## src/rtl/mc_control_fsm.sv

```systemverilog
// Multicycle RV32I control unit: Moore main FSM plus ALU and immediate decoders.
// Optional perf counters (cycle_cnt, instret_cnt) are built when MC_PERF_CNT_EN is defined.
module mc_control_fsm #(
  parameter int ALUCTL_W = 3,
  parameter int IMMSRC_W = 2
) (
  input  logic                clk,
  input  logic                reset,
  input  logic [6:0]          op,
  input  logic [2:0]          funct3,
  input  logic                funct7b5,
  input  logic                zero,
  output logic                pcwrite,
  output logic                adrsrc,
  output logic                memwrite,
  output logic                irwrite,
  output logic                regwrite,
  output logic [1:0]          resultsrc,
  output logic [1:0]          alusrca,
  output logic [1:0]          alusrcb,
  output logic [ALUCTL_W-1:0] alucontrol,
  output logic [IMMSRC_W-1:0] immsrc
`ifdef MC_PERF_CNT_EN
  ,
  output logic [31:0]         cycle_cnt,
  output logic [31:0]         instret_cnt
`endif
);

  // state    | meaning
  // FETCH    | read instr at PC into IR, PC <= PC+4
  // DECODE   | read regs, precompute OldPC+imm target
  // MEMADR   | address = rs1 + imm for lw/sw
  // MEMREAD  | read data memory at ALUOut
  // MEMWB    | write loaded data to rd
  // MEMWRITE | store rs2 at ALUOut
  // EXECUTER | ALU on rs1, rs2
  // EXECUTEI | ALU on rs1, imm
  // ALUWB    | write ALUOut to rd
  // JAL      | PC <= target, ALU forms OldPC+4 for link
  // BEQ      | compare rs1, rs2; PC <= target when equal
  typedef enum logic [3:0] {
    FETCH    = 4'd0,
    DECODE   = 4'd1,
    MEMADR   = 4'd2,
    MEMREAD  = 4'd3,
    MEMWB    = 4'd4,
    MEMWRITE = 4'd5,
    EXECUTER = 4'd6,
    ALUWB    = 4'd7,
    EXECUTEI = 4'd8,
    JAL      = 4'd9,
    BEQ      = 4'd10
  } state_t;

  localparam logic [6:0] OP_LW   = 7'b0000011;
  localparam logic [6:0] OP_SW   = 7'b0100011;
  localparam logic [6:0] OP_R    = 7'b0110011;
  localparam logic [6:0] OP_I    = 7'b0010011;
  localparam logic [6:0] OP_JAL  = 7'b1101111;
  localparam logic [6:0] OP_BEQ  = 7'b1100011;

  localparam logic [2:0] ALU_ADD = 3'b000;
  localparam logic [2:0] ALU_SUB = 3'b001;
  localparam logic [2:0] ALU_AND = 3'b010;
  localparam logic [2:0] ALU_OR  = 3'b011;
  localparam logic [2:0] ALU_SLT = 3'b101;

  state_t      state, state_nxt, st_out;
  logic        pcupdate, branch;
  logic        irwrite_s, memwrite_s, regwrite_s;
  logic [1:0]  aluop;
  logic [2:0]  alu_dec;
  logic [1:0]  imm_dec;

  always_ff @(posedge clk) begin
    if (reset) state <= FETCH;
    else       state <= state_nxt;
  end

  always_comb begin
    state_nxt = FETCH;
    case (state)
      FETCH:    state_nxt = DECODE;
      DECODE: begin
        case (op)
          OP_LW, OP_SW: state_nxt = MEMADR;
          OP_R:         state_nxt = EXECUTER;
          OP_I:         state_nxt = EXECUTEI;
          OP_JAL:       state_nxt = JAL;
          OP_BEQ:       state_nxt = BEQ;
          default:      state_nxt = FETCH;
        endcase
      end
      MEMADR:   state_nxt = (op == OP_LW) ? MEMREAD : MEMWRITE;
      MEMREAD:  state_nxt = MEMWB;
      EXECUTER: state_nxt = ALUWB;
      EXECUTEI: state_nxt = ALUWB;
      JAL:      state_nxt = ALUWB;
      default:  state_nxt = FETCH;
    endcase
  end

  // During reset the outputs look like FETCH, but with all write enables held off.
  always_comb begin
    st_out     = reset ? FETCH : state;
    irwrite_s  = 1'b0;
    pcupdate   = 1'b0;
    branch     = 1'b0;
    adrsrc     = 1'b0;
    memwrite_s = 1'b0;
    regwrite_s = 1'b0;
    resultsrc  = 2'b00;
    alusrca    = 2'b00;
    alusrcb    = 2'b00;
    aluop      = 2'b00;
    case (st_out)
      FETCH: begin
        irwrite_s = 1'b1;
        alusrcb   = 2'b10;
        resultsrc = 2'b10;
        pcupdate  = 1'b1;
      end
      DECODE: begin
        alusrca = 2'b01;
        alusrcb = 2'b01;
      end
      MEMADR: begin
        alusrca = 2'b10;
        alusrcb = 2'b01;
      end
      MEMREAD:  adrsrc = 1'b1;
      MEMWB: begin
        resultsrc  = 2'b01;
        regwrite_s = 1'b1;
      end
      MEMWRITE: begin
        adrsrc     = 1'b1;
        memwrite_s = 1'b1;
      end
      EXECUTER: begin
        alusrca = 2'b10;
        aluop   = 2'b10;
      end
      EXECUTEI: begin
        alusrca = 2'b10;
        alusrcb = 2'b01;
        aluop   = 2'b10;
      end
      ALUWB:    regwrite_s = 1'b1;
      JAL: begin
        alusrca  = 2'b01;
        alusrcb  = 2'b10;
        pcupdate = 1'b1;
      end
      BEQ: begin
        alusrca = 2'b10;
        aluop   = 2'b01;
        branch  = 1'b1;
      end
      default: ;
    endcase
  end

  assign pcwrite  = ~reset & (pcupdate | (branch & zero));
  assign irwrite  = ~reset & irwrite_s;
  assign memwrite = ~reset & memwrite_s;
  assign regwrite = ~reset & regwrite_s;

  always_comb begin
    alu_dec = ALU_ADD;
    case (aluop)
      2'b01: alu_dec = ALU_SUB;
      2'b10: begin
        case (funct3)
          3'b000:  alu_dec = (op[5] & funct7b5) ? ALU_SUB : ALU_ADD;
          3'b010:  alu_dec = ALU_SLT;
          3'b110:  alu_dec = ALU_OR;
          3'b111:  alu_dec = ALU_AND;
          default: alu_dec = ALU_ADD;
        endcase
      end
      default: alu_dec = ALU_ADD;
    endcase
  end

  always_comb begin
    imm_dec = 2'b00;
    case (op)
      OP_SW:   imm_dec = 2'b01;
      OP_BEQ:  imm_dec = 2'b10;
      OP_JAL:  imm_dec = 2'b11;
      default: imm_dec = 2'b00;
    endcase
  end

  assign alucontrol = ALUCTL_W'(alu_dec);
  assign immsrc     = IMMSRC_W'(imm_dec);

`ifdef MC_PERF_CNT_EN
  always_ff @(posedge clk) begin
    if (reset) begin
      cycle_cnt   <= '0;
      instret_cnt <= '0;
    end else begin
      cycle_cnt <= cycle_cnt + 32'd1;
      if ((state != FETCH) && (state_nxt == FETCH))
        instret_cnt <= instret_cnt + 32'd1;
    end
  end
`endif

endmodule
```

## config.mk

```make
export PLATFORM = sky130hd
export DESIGN_NAME = mc_control_fsm
export DESIGN_NICKNAME = d
export VERILOG_FILES = /design/src/rtl/mc_control_fsm.sv
export SDC_FILE = /design/constraint.sdc
export NUM_CORES = 1
export LEC_CHECK = 0
export ABC_AREA = 1
export CORE_AREA = 2 2 44 46
export CTS_CLUSTER_DIAMETER = 200
export DETAILED_ROUTE_END_ITERATION = 6
export DIE_AREA = 0 0 46 48
export PLACE_DENSITY = 0.8
export SETUP_SLACK_MARGIN = 0.15
export SLEW_MARGIN = 20
export SYNTH_ARGS = -nofsm -noshare
export SYNTH_HDL_FRONTEND = slang
export SYNTH_SLANG_ARGS = --single-unit
```

## constraint.sdc

```tcl
create_clock -name clk -period 1.9 [get_ports clk]
set_clock_uncertainty 0.05 [all_clocks]
set_input_delay 0.475 -clock clk [delete_from_list [all_inputs] [get_ports clk]]
set_output_delay 0.475 -clock clk [all_outputs]
set_load 0.02 [all_outputs]
```

==> impl_metrics.yaml, run 1 <==
clock_tree:
  cts_htree_levels: 1
  ctsHoldBuffers: 0
  cts_buffers: 3
  ctsLongestPathBuffers: 2
  cts_root_buf: "clkbuf_4"
  clock_sinks: 4
place:
  dpl.hpwl_um: 1828
  gp_congestion: 0.8601
  io_buffers: 29
yosys:
  netlist_instances: 114
  synthFlopType: "dfxtp_1"
  synth-seq-cells: 4
  synth_warnings: 0
  async_flop_share: 0
  synth_edf_count: 0
  synth_common_cells: "31 x nand2_1, 29 x nor2_1, 16 x inv_1, 10 x nand3_1"
  yosysMostFrequentCell: "nand2_1"
  syn_area_um2: 565.5
  seq_area_frac_synth: 0.1416
  synth_area_leaders: "nand2_1 21%, nor2_1 19%, dfxtp_1 14%, inv_1 11%, nand3_1 8.8%"
  yosys.area.top_type_share: 0.2058
  synth.net_count: 130
  synth.distinct_cells: 16
  synth_area_per_cell_um2: 4.961
  synth_top_area_cell: "nand2_1"
floorplan:
  die_h_um: 48
  die_w_um: 46
  rows: 15
  ios: 30
  floorplan.initialDensity: 0.3348
sta:
  worst_endpoint_kind: "primary output"
  postGrtWorstEndpoint: "alucontrol[0]"
run_status:
  tool.error: "[ERROR DPL-0038] Utilization greater than 100%, impossible to legalize"
  outcome: "aborted with a tool error"
  haltStage: "global routing"
global_routing:
  grt_max_degree: 6
==> what timing repair did <==
item                                    in CTS
buffers inserted                            19
pin swaps                                   16
gates resized for setup                    156
endpoints found under the setup margin      17
==> through the flow <==
stage,cells,setup WS [ns],util,hold slack (ns),cell area [µm²]
2_1_floorplan,114,-0.2458,-,0.4900,614.3
3_3_place_gp,203,-1.270,0.7393,0.5682,1249
3_5_place_dp,203,-1.361,0.7393,0.5581,1249
4_1_cts,225,-0.4910,0.8830,0.5269,1491
==> kinds of logic after synthesis <==
| family | share of synthesized area |
|---|---|
| buf+inv | 0.1327 |
| flops | 0.1416 |
| compound gates | 0.1328 |
| simple gates | 0.5487 |
| fa+ha+maj | 0.04424 |
==> run 2: changes to the inputs <==
CORE_AREA = 2 2 63 65   (was 2 2 44 46)
CTS_CLUSTER_DIAMETER = default   (was 200)
DIE_AREA = 0 0 65 67   (was 0 0 46 48)
PLACE_DENSITY = default   (was 0.8)
PLACE_DENSITY_LB_ADDON = 0.15   (was default)
SETUP_SLACK_MARGIN = default   (was 0.15)
clock period = 2.45 ns   (was 1.9 ns; I/O delays follow)
==> run 2 against run 1 <==
The flow now finishes, with violations (negative setup slack); synthesized cell count did not move; area after synthesis did not move.
==> impl_metrics.yaml, run 2 <==
yosys:
  synth_warnings: 0
  synth_area_leaders: "nand2_1 21%, nor2_1 19%, dfxtp_1 14%, inv_1 11%, nand3_1 8.8%"
  synth-seq-cells: 4
  syn_area_um2: 565.5
  yosys.area.top_type_share: 0.2058
  synth.net_count: 130
  synth.distinct_cells: 16
  netlist_instances: 114
  yosysMostFrequentCell: "nand2_1"
  synth_edf_count: 0
  synth_common_cells: "31 x nand2_1, 29 x nor2_1, 16 x inv_1, 10 x nand3_1"
  synth_area_per_cell_um2: 4.961
  seq_area_frac_synth: 0.1416
  synthFlopType: "dfxtp_1"
  async_flop_share: 0
  synth_top_area_cell: "nand2_1"
critical_path:
  cp-start-kind: "input port"
  r2r_start: "state[1]$_SDFF_PP0_"
  path_class: "in -> out"
  crit_path_top_delay_cell: "ha_4"
  critical_path.cell_chain: "buf_8 > nor2_4 > inv_2 > nor2_4 > inv_2 > ha_4 > inv_4 > nand3_4 > nor2_1 > a21oi_1 > o31ai_2 > buf_4"
  crit_buf_inv: 5
  end_kind: "output port"
  startpoint: "reset"
  cp_max_fo: 4
  critPathMaxStageDelay_ns: 0.26
  crit_arrival_ns: 1.81
  worst_ep_required_time_ns: 1.79
  critPathTopFamily: "buffers and inverters"
sta:
  max_freq_mhz: 403.9
  relSlewSlack: 0.8518
  hold_violations: 0
  tightest_slew_ns: 0.2219
  worst_slack_ns: -0.02610
  post-route-period-util: 1.011
  rsz0062_at_grt: "true"
  drv_slew: 0
  setup_viol: 1
  layout_min_cycle_time_ns: 2.476
clock_tree:
  cts_buffers: 3
  ctsHoldBuffers: 0
  cts_htree_levels: 1
  ctsLongestPathBuffers: 2
  path_clk_slew_ns: 0.03
  clk_latency_ns: 0.22
  cts_root_buf: "clkbuf_8"
  clock_sinks: 4
  cts_tree: "yes"
cells_and_area:
  layout-drive-gt1-share: 0.4262
  top_regs: "state (4)"
  area_growth_pct: 134.7
  final_cell_mix: "39 x buf_4, 25 x nand2_1, 21 x nor2_1"
  finish.net_count: 201
  diodes: 0
  top_register: "state"
  largest_reg_flops: 4
  final_core_util: 0.3681
  final_common_cell: "buf_4"
hold_path:
  hold_path_class: "reg -> reg"
  min_from: "state[3]$_SDFF_PP0_"
pwr:
  vdd_drop_max_v: 0.0001934
  power_density_nw_per_um2: 239.3
  p_leak_nw: 0.6841
routing:
  ant_nets: 0
  wl_um: 2134
  vias_per_cell: 3.974
  drt-initial-drc-count: 36
  drcViolationCount: 0
  drtPass1Iterations: 2
  wl_per_cell_um: 9.238
  via_count: 918
floorplan:
  floorplan.initialDensity: 0.1568
  die_h_um: 67
  core_um2: 3606
  rows: 22
  die-area_um2: 4355
  die_w_um: 65
  ios: 30
global_routing:
  first_global_vias: 882
  overflow: 0
  track_usage: 0.1038
  grt_max_degree: 7
  grt_pass1_wl_um: 3553
  grt_antenna_before_repair: 0
run_status:
  outcome: "finished with violations"
  violations: "negative setup slack"
place:
  gp_congestion: 0.7189
  dpl.hpwl_um: 1730
  io_buffers: 29
  pre_cts_slack_ns: -1.064
flow_run:
  max-cap-violations: 0
-- run 2: cell counts after synthesis --
Identical to the previous run, type by type.
-- run 2: area by class of cell --
type                            count  area, µm²
Fill cell                         398       2278
Timing Repair Buffer               66      554.3
Multi-Input combinational cell     90      513.0
Sequential cell                     4      81.33
Inverter                           20      77.57
Tap cell                           48      60.06
Clock buffer                        3      41.29
-- run 2: logic make-up (layout without fill, tap and decap cells) --
kind of cell	after synthesis	after routing	share of synthesized area
simple gates	76	76	0.5487
buf+inv	20	89	0.1327
compound gates	12	12	0.1328
flops	4	4	0.1416
fa+ha+maj	2	2	0.04424
-- run 2: worst reg2reg max path: cells and delay by family, from the launching register on --
family / cells / cell delay (ns)
flops: 1 / 0.31
buf+inv: 2 / 0.30
simple gates: 5 / 0.54
-- run 2: path summary, 6_finish.rpt --
kind,endpoint,slack (ns),depth (start not counted)
max,alucontrol[0],-0.03,12
max reg2reg,state[3]$_SDFF_PP0_,1.19,7
min,state[0]$_SDFF_PP0_,0.60,4
min reg2reg,state[0]$_SDFF_PP0_,0.60,4
-- run 2: layer usage --
metal	GRT usage	vias to the layer above	share of wire
met4	0.03191	0	0.0089
met1	0.1165	394	0.42
met2	0.1907	23	0.52
met3	0.02703	5	0.049
met5	0	-	0
li1	-	496	-
-- run 2: where the power goes --
group,switching (W),total [W],internal [W]
clock,0.0000342,0.000139,0.000105
combinational,0.0000521,0.000110,0.0000582
sequential,0.00000128,0.0000684,0.0000671
total,0.0000876,0.000318,0.000230
-- run 2: stage by stage --
stage                     area, µm²  instances  TNS [ns]  total power [W]  hold WS (ns)
after floorplan               575.6        114         0        0.0001071        0.5395
after global placement         1166        223    -8.080        0.0001737        0.5843
after detailed placement       1166        223    -8.289        0.0001745        0.5905
after CTS                      1200        227   -0.1399        0.0003177        0.6020
after global routing           1328        231   -0.1195        0.0003446        0.6578
final                          1328        231  -0.02610        0.0003177        0.5965
-- run 2: what timing repair did --
action                                  4_1_cts  5_1_grt
hold endpoints to repair                      0        0
pin swaps                                     4        6
setup buffers                                 1        4
resized for setup                            41       30
endpoints found under the setup margin       16        8
gates cloned                                  0        0
Note: power is estimated with default switching activity, not from simulation.
==> run 3: changes to the inputs <==
GPL_TIMING_DRIVEN = 1   (was default)
==> results of run 3 <==
Final layout, timing and power as in run 2 (identical DEF).
